File: config.mk
export PLATFORM = sky130hd
export DESIGN_NAME = imem_loader
export DESIGN_NICKNAME = d
export VERILOG_FILES = /design/src/rtl/mips_pkg.sv /design/src/rtl/imem_loader_assembler.sv /design/src/rtl/imem_loader.sv
export SDC_FILE = /design/constraint.sdc
export NUM_CORES = 1
export LEC_CHECK = 0
export CORE_MARGIN = 10
export CORE_UTILIZATION = 35
export CTS_BUF_LIST = sky130_fd_sc_hd__clkbuf_2
export DETAILED_ROUTE_END_ITERATION = 8
export PLACE_DENSITY = 0.6
export SETUP_SLACK_MARGIN = 0.05
export SLEW_MARGIN = 20
export SYNTH_ARGS = -nofsm -noshare
export SYNTH_HDL_FRONTEND = slang
export SYNTH_SLANG_ARGS = --single-unit
File: constraint.sdc
create_clock -name i_clk_w -period 2.05 [get_ports i_clk_w]
set_input_delay 0.5125 -clock i_clk_w [delete_from_list [all_inputs] [get_ports i_clk_w]]
set_output_delay 0.5125 -clock i_clk_w [all_outputs]
set_load 0.02 [all_outputs]
File: src/rtl/mips_pkg.sv
// Shared MIPS system definitions: IMEM geometry, data widths and the
// loader state encoding used by imem_loader.
package mips_pkg;

    localparam int IMEM_DEPTH     = 64;
    localparam int IMEM_ADDR_W    = 6;
    localparam int BYTE_W         = 8;
    localparam int INSTR_W        = 32;
    localparam int BYTES_PER_WORD = INSTR_W / BYTE_W;

    typedef enum logic [2:0] {
        IDLE,
        COUNT,
        DATA,
        WRITE,
        CHECK,
        DONE,
        ERROR
    } loader_state_e;

endpackage

File: src/rtl/imem_loader_assembler.sv
// Byte-to-word assembler for the IMEM loader: collects bytes MSB first,
// tracks the byte position inside the word and keeps a running XOR of
// every accepted byte.
module imem_loader_assembler
    import mips_pkg::*;
(
    input  logic               clk,
    input  logic               rst,
    input  logic               clr,
    input  logic               accept,
    input  logic [BYTE_W-1:0]  data_byte,
    output logic               word_ready,
    output logic [INSTR_W-1:0] word,
    output logic [BYTE_W-1:0]  checksum
);

    localparam int SHIFT_W = INSTR_W - BYTE_W;
    localparam int IDX_W   = $clog2(BYTES_PER_WORD);
    localparam logic [IDX_W-1:0] LAST_IDX = IDX_W'(BYTES_PER_WORD - 1);

    // Only the first three bytes need storage; the fourth is taken
    // straight from the input on the cycle it is accepted.
    logic [SHIFT_W-1:0] shift_q;
    logic [IDX_W-1:0]   idx_q;
    logic [BYTE_W-1:0]  csum_q;

    // Shift in accepted bytes, advance the byte index and fold into the checksum.
    always_ff @(posedge clk) begin
        // NOTE: state registers use non-blocking assignments so every flop
        // samples the pre-edge values regardless of statement order.
        if (rst || clr) begin
            shift_q <= '0;
            idx_q   <= '0;
            csum_q  <= '0;
        end else if (accept) begin
            shift_q <= {shift_q[SHIFT_W-BYTE_W-1:0], data_byte};
            idx_q   <= idx_q + IDX_W'(1);
            csum_q  <= csum_q ^ data_byte;
        end
    end

    assign word_ready = accept && (idx_q == LAST_IDX);
    assign word       = {shift_q, data_byte};
    assign checksum   = csum_q;

endmodule

File: src/rtl/imem_loader.sv
// IMEM loader: receives a length-prefixed, checksummed byte image, writes
// it word by word into IMEM and releases the MIPS core from reset only
// once the whole image has been verified.
module imem_loader
    import mips_pkg::*;
#(
    parameter int DEPTH  = IMEM_DEPTH,
    parameter int ADDR_W = IMEM_ADDR_W,
    parameter int WORD_W = INSTR_W
) (
    input  logic              i_clk_w,
    input  logic              i_rst_w,
    input  logic              i_start_w,
    input  logic              i_byte_valid_w,
    input  logic [7:0]        i_byte_w,
    output logic              o_byte_ready_w,
    output logic              o_we_w,
    output logic [ADDR_W-1:0] o_addr_w,
    output logic [WORD_W-1:0] o_wdata_w,
    output logic              o_cpu_rst_w,
    output logic              o_done_w,
    output logic              o_error_w
);

    loader_state_e        state_q;
    logic [ADDR_W-1:0]    last_addr_q;

    logic                 transfer;
    logic                 start_ok;
    logic                 count_bad;
    logic                 asm_accept;
    logic                 asm_word_ready;
    logic [INSTR_W-1:0]   asm_word;
    logic [BYTE_W-1:0]    asm_checksum;

    assign transfer   = i_byte_valid_w && o_byte_ready_w;
    assign start_ok   = i_start_w && (state_q inside {IDLE, DONE, ERROR});
    assign count_bad  = (i_byte_w == 8'd0) || (int'(i_byte_w) > DEPTH);
    assign asm_accept = transfer && (state_q == DATA);

    imem_loader_assembler u_assembler (
        .clk        (i_clk_w),
        .rst        (i_rst_w),
        .clr        (start_ok),
        .accept     (asm_accept),
        .data_byte  (i_byte_w),
        .word_ready (asm_word_ready),
        .word       (asm_word),
        .checksum   (asm_checksum)
    );

    // Loader FSM with registered handshake, IMEM write port and status outputs.
    always_ff @(posedge i_clk_w) begin
        if (i_rst_w) begin
            state_q        <= IDLE;
            last_addr_q    <= '0;
            o_byte_ready_w <= 1'b0;
            o_we_w         <= 1'b0;
            o_addr_w       <= '0;
            o_wdata_w      <= '0;
            o_cpu_rst_w    <= 1'b1;
            o_done_w       <= 1'b0;
            o_error_w      <= 1'b0;
        end else begin
            case (state_q)
                IDLE, DONE, ERROR: begin
                    if (start_ok) begin
                        state_q        <= COUNT;
                        o_byte_ready_w <= 1'b1;
                        o_addr_w       <= '0;
                        o_cpu_rst_w    <= 1'b1;
                        o_done_w       <= 1'b0;
                        o_error_w      <= 1'b0;
                    end
                end
                COUNT: begin
                    if (transfer) begin
                        if (count_bad) begin
                            state_q        <= ERROR;
                            o_byte_ready_w <= 1'b0;
                            o_error_w      <= 1'b1;
                        end else begin
                            // Keep the index of the final word rather than N,
                            // so N == DEPTH still fits in ADDR_W bits.
                            last_addr_q <= ADDR_W'(i_byte_w - 8'd1);
                            state_q     <= DATA;
                        end
                    end
                end
                DATA: begin
                    if (asm_word_ready) begin
                        state_q        <= WRITE;
                        o_byte_ready_w <= 1'b0;
                        o_we_w         <= 1'b1;
                        o_wdata_w      <= WORD_W'(asm_word);
                    end
                end
                WRITE: begin
                    o_we_w         <= 1'b0;
                    o_byte_ready_w <= 1'b1;
                    if (o_addr_w == last_addr_q) begin
                        state_q <= CHECK;
                    end else begin
                        o_addr_w <= o_addr_w + ADDR_W'(1);
                        state_q  <= DATA;
                    end
                end
                CHECK: begin
                    if (transfer) begin
                        o_byte_ready_w <= 1'b0;
                        if (i_byte_w == asm_checksum) begin
                            state_q     <= DONE;
                            o_done_w    <= 1'b1;
                            o_cpu_rst_w <= 1'b0;
                        end else begin
                            state_q   <= ERROR;
                            o_error_w <= 1'b1;
                        end
                    end
                end
                default: begin
                    state_q        <= IDLE;
                    o_byte_ready_w <= 1'b0;
                    o_we_w         <= 1'b0;
                end
            endcase
        end
    end

endmodule

==> impl_metrics.json, run 1 <==
{
  "status": "complete, no violations",
  "portBuffers": 54,
  "maxCapViolations": 0,
  "min_from": "i_rst_w",
  "timing.rr.end": "o_byte_ready_w",
  "hold_path_depth": 2,
  "synth_area_per_cell_um2": 8.02,
  "syn_inst": 456,
  "synthArstFlopShare": 0,
  "critPathArrivalTime_ns": 2.48,
  "period_minus_slack_ns": 2.00,
  "clock_sinks": 86,
  "p_seq_frac": 0.536,
  "grt_use_total": 0.130,
  "yosysSeqAreaShare": 0.471,
  "setup_violations": 0,
  "power_density_nw_per_um2": 709,
  "p_switching_mw": 1.11,
  "ys_warn_count": 0,
  "synth.distinct_cells": 49,
  "drtPass1Iterations": 4,
  "max_freq_mhz": 501,
  "multi_input_area_um2": 1810,
  "syn-num-nets": 471,
  "ios": 55,
  "rr_worst_depth": 6,
  "cts_tree": "done",
  "netSwitchingFraction": 0.333,
  "final_cell_mix": "nand2_1 (132), dfxtp_1 (82), a21oi_1 (67)",
  "grt_pass1_wl_um": 16000,
  "finalPower_mw": 3.33,
  "drc": 0,
  "wire_per_inst_um": 14.1,
  "grt_pass1_vias": 3207,
  "drive_above_1_share": 0.142,
  "first_iter_violations": 184,
  "grt-ovfl-total": 0,
  "antenna_left": 0,
  "die_area_um2": 14900,
  "slew_viol_final": 0,
  "clkTransAtPathRegs_ns": 0.24,
  "p_int_mw": 2.22,
  "whs_ns": 0.253,
  "hpwl_um": 7060,
  "synth_seq_cells": 86,
  "relSlewSlack": 0.683,
  "min_to": "o_addr_w[0]",
  "leakagePower_nw": 1.87,
  "dpl-instance-area_um2": 4630,
  "n_fill_cell": 1055,
  "antenna_found_initial": 0,
  "fin_crit_sh": 0.974,
  "initial_core_util": 0.356,
  "cts_root_buf": "clkbuf_2",
  "worstPathRequired_ns": 2.53,
  "hold_viol": 0,
  "h-tree-depth": 3,
  "totalNegativeSetupSlack_ns": 0,
  "viasPerCell": 4.87,
  "routed-via-count": 3282,
  "die_h_um": 122,
  "pwr-share-comb": 0.230,
  "synth_edf_count": 0,
  "post_cts_buffers": 0,
  "p_clk_frac": 0.234,
  "holdBufCountCts": 0,
  "clk_path_buf_depth": 2,
  "worstMarginPinSlew_ns": 0.475,
  "final_common_cell": "nand2_1",
  "grt_max_degree": 35,
  "worstHoldPathType": "primary input to register",
  "area_delta_synth_final_pct": 28.5,
  "synth_ff_type": "dfxtp_1",
  "final.setup_skew_ns": 0.0265,
  "critical_path_class": "primary input to register",
  "regArea_um2": 1730,
  "reg2reg_slack_ns": 0.26,
  "routed_wl_um": 9490,
  "gp_congestion": 0.882,
  "rows": 37,
  "die_w_um": 122,
  "crit_fanout": 4,
  "utilization": 0.457,
  "rsz0062_at_grt": "true",
  "endpoint_kind": "register",
  "worst_setup_path_start_kind": "primary input",
  "fin_nets": 547,
  "rr_startpoint": "state_q[2]",
  "irDropWorstVdd_uv": 273,
  "insertion_delay_ns": 0.54,
  "fin_area_um2": 4700,
  "core_um2": 10300,
  "cts_buffers": 9,
  "synth_area_um2": 3660
}
==> layout make-up <==
cell class	instances	share of cell area
diodes	1	0.000532
clock buffers	10	0.0106
clock inverters	6	0.00958
inverters	8	0.0106
multi-input cells	334	0.386
flip-flops and latches	86	0.367
well taps	136	0.0362
repair buffers	93	0.179
==> synthesized netlist by cell type (all sizes together), types with 4 or more instances <==
cell type / n / share of area
nand2: 132 / 0.14
dfxtp: 86 / 0.47
a21oi: 68 / 0.094
nor2: 26 / 0.027
clkbuf: 24 / 0.025
xor2: 15 / 0.036
xnor2: 12 / 0.029
inv: 8 / 0.0082
o21ai: 7 / 0.0096
a211oi: 6 / 0.018
nand3: 6 / 0.0082
a21o: 5 / 0.010
o22ai: 5 / 0.0085
buf: 4 / 0.0089
nor4: 4 / 0.0068
==> worst max path at each step <==
stage / startpoint / cells past startpoint / slack (ns) / end
after floorplan: i_byte_w[1] / 8 / -0.06 / last_addr_q[0]
after global placement: i_byte_w[1] / 10 / -0.69 / last_addr_q[0]
after detailed placement: i_byte_w[1] / 10 / -0.71 / last_addr_q[2]
after CTS: i_byte_w[5] / 7 / 0.06 / last_addr_q[4]
after global routing: i_byte_w[4] / 6 / 0.04 / o_byte_ready_w
final: i_byte_w[4] / 7 / 0.05 / last_addr_q[4]
==> state kept, by name (all words and copies together), names as in the netlist <==
name	cells
o_wdata_w	32
u_assembler.shift_q	24
u_assembler.checksum	8
last_addr_q	6
o_addr_w	6
state_q	3
u_assembler.idx_q	2
o_byte_ready_w	1
o_cpu_rst_w	1
o_done_w	1
o_error_w	1
o_we_w	1
==> cell families (layout without fill, tap and decap cells) <==
group                      Yosys count  count (layout)  share of synthesized area
AOI/OAI and AO/OA                  104             104                      0.170
xor gates and xnor gates            27              27                     0.0646
adders and majority gates            3               3                     0.0103
buffers and inverters               36             117                     0.0417
DFF                                 86              86                      0.471
muxes                                2               2                    0.00547
other                                0               1                          0
and+or+nand+nor                    198             198                      0.237
==> routing by layer <==
layer  up-vias  GRT usage  part of all wire
li1       1678          -                 -
met1      1535      0.174              0.49
met2        58      0.198              0.45
met3        11     0.0308             0.050
met4         0     0.0515             0.016
met5         -          0                 0
==> stage by stage <==
stage / worst slack, ns / instances
after floorplan: -0.0568 / 456
after global placement: -0.690 / 656
after detailed placement: -0.709 / 656
after CTS: 0.0572 / 673
after global routing: 0.0412 / 673
final: 0.0530 / 674
==> power groups by stage <==
stage	Clock [mW]	Combinational, mW	Sequential, mW
floorplan	0	0.498	1.79
global placement	0	0.753	1.82
detailed placement	0	0.766	1.82
CTS	0.806	0.764	1.78
global route	0.873	0.842	1.80
finish	0.778	0.767	1.79
==> worst max-delay path: stages <==
cell	delay, ns
clkdlybuf4s50_1	0.45
or3_4	0.38
or4b_4	0.57
a21oi_4	0.16
buf_2	0.17
nor2_1	0.06
a211oi_2	0.18
==> timing repair <==
| item | CTS | global route |
|---|---|---|
| gates resized for setup | 53 | 1 |
| endpoints found under the setup margin | 52 | 8 |
| pin swaps | 3 | 1 |
| gates cloned | 1 | 0 |
(Power assumes the default switching activity.)
==> run 2, diff against run 1 <==
SKIP_CTS_REPAIR_TIMING = 1   (was unset)
==> impl_metrics.json, run 2 (synthesis gave the netlist of run 1 again) <==
{
  "status": "complete, no violations",
  "p_seq_frac": 0.535,
  "pwr-share-comb": 0.232,
  "drc": 0,
  "largest_register": "o_wdata_w",
  "rr_worst_depth": 6,
  "final.setup_skew_ns": 0.0281,
  "grt_use_total": 0.129,
  "leakagePower_nw": 2.46,
  "antenna_left": 0,
  "final_cell_mix": "nand2_1 (132), dfxtp_1 (81), a21oi_1 (67)",
  "drtPass1Iterations": 4,
  "place_inst": 656,
  "routed_wl_um": 9480,
  "slowest_stage": "or4b_4",
  "fin_nets": 546,
  "cp_top_family": "simple AND/OR/NAND/NOR gates",
  "p_switching_mw": 1.11,
  "cp_cell_sequence": "clkdlybuf4s50_1, or3_4, or4b_4, a21oi_4, buf_6, nor2_1, a311oi_1",
  "h-tree-depth": 3,
  "crit_cells": 7,
  "maxCapViolations": 0,
  "worstMarginPinSlew_ns": 0.485,
  "p_int_mw": 2.23,
  "portBuffers": 54,
  "gp_congestion": 0.882,
  "cts_root_buf": "clkbuf_2",
  "hpwl_um": 7060,
  "grt_max_degree": 35,
  "first_iter_violations": 208,
  "viasPerCell": 4.87,
  "max_freq_mhz": 511,
  "netSwitchingFraction": 0.331,
  "p_clk_frac": 0.233,
  "critical_path_class": "primary input to register",
  "area_delta_synth_final_pct": 33.1,
  "rsz0062_at_grt": "false",
  "die_area_um2": 14900,
  "slowest_delay_ns": 0.53,
  "setup_violations": 0,
  "antenna_found_initial": 0,
  "largest_register_ffs": 32,
  "period_minus_slack_ns": 1.96,
  "crit_fanout": 9,
  "clkTransAtPathRegs_ns": 0.24,
  "hold_path_depth": 2,
  "routed-via-count": 3279,
  "final_common_cell": "nand2_1",
  "core_um2": 10300,
  "irDropWorstVdd_uv": 270,
  "initial_core_util": 0.356,
  "cp.buffers_inverters": 2,
  "worst_setup_path_start_kind": "primary input",
  "cts_buffers": 9,
  "rows": 37,
  "grt-ovfl-total": 0,
  "power_density_nw_per_um2": 685,
  "fin_area_um2": 4870,
  "relSlewSlack": 0.676,
  "fin_crit_sh": 0.955,
  "hold_viol": 0,
  "totalNegativeSetupSlack_ns": 0,
  "grt_pass1_vias": 3199,
  "ios": 55,
  "endpoint_kind": "register",
  "insertion_delay_ns": 0.54,
  "wire_per_inst_um": 14.1,
  "drive_above_1_share": 0.144,
  "clock_sinks": 86,
  "cts_tree": "done",
  "grt_pass1_wl_um": 15800,
  "die_h_um": 122,
  "dpl-instance-area_um2": 4630,
  "worstPathRequired_ns": 2.52,
  "critPathArrivalTime_ns": 2.43,
  "die_w_um": 122,
  "fin_cells": 673,
  "slew_viol_final": 0,
  "clk_path_buf_depth": 2,
  "worstHoldPathType": "primary input to register"
}
## run 2: cell types whose count changed in the layout (fill, tap and decap cells not counted)
cell / before / now
dlygate4sd2_1: 45 / 0
dlymetal6s2s_1: 1 / 46
a21boi_1: 1 / 0
a21boi_2: 0 / 1
buf_2: 2 / 1
dfxtp_1: 82 / 81
dfxtp_2: 4 / 5
## run 2: cell type report
type / instances / area, µm²
Clock inverter: 6 / 45.0
Inverter: 8 / 50.0
Fill cell: 1010 / 5410
Tap cell: 136 / 170
Clock buffer: 10 / 50.0
Antenna cell: 1 / 2.50
Timing Repair Buffer: 92 / 1010
Multi-Input combinational cell: 334 / 1820
Sequential cell: 86 / 1730
## run 2: worst paths after layout
path | startpoint | endpoint | slack (ns)
hold / removal | i_rst_w | o_addr_w[0] | 0.26
hold reg to reg | o_done_w | o_done_w | 0.46
setup / recovery | i_byte_w[4] | last_addr_q[2] | 0.09
setup reg to reg | state_q[0] | last_addr_q[2] | 0.30
## run 2: routing by layer
metal  vias to the layer above  wire length [µm]  global-route usage
met5                         -                 0                   0
met4                         0               148              0.0515
met3                        11               421              0.0303
met2                        65              4240               0.195
met1                      1529              4680               0.173
li1                       1674                 -                   -
## run 2: worst register-to-register path, cell delays in order, from the launching register on
cell	delay, ns
dfxtp_1	0.67
nor3b_1	0.36
nand2_1	0.14
a21oi_4	0.13
buf_6	0.15
nor2_1	0.05
a311oi_1	0.22
## run 2: stage by stage
stage,power [mW],setup slack (ns),utilization,hold slack (ns)
CTS,3.36,-0.207,0.460,0.218
global placement,2.57,-0.690,0.451,0.438
finish,3.34,0.0916,0.474,0.258
floorplan,2.29,-0.0568,-,0.432
detailed placement,2.58,-0.709,0.451,0.445
global route,3.52,0.0691,0.473,0.226
## run 2: power by group through the flow
stage	registers, mW	logic, mW	clock network, mW
floorplan	1.79	0.498	0
global placement	1.82	0.753	0
detailed placement	1.82	0.766	0
CTS	1.78	0.771	0.806
global route	1.80	0.850	0.873
finish	1.79	0.774	0.777
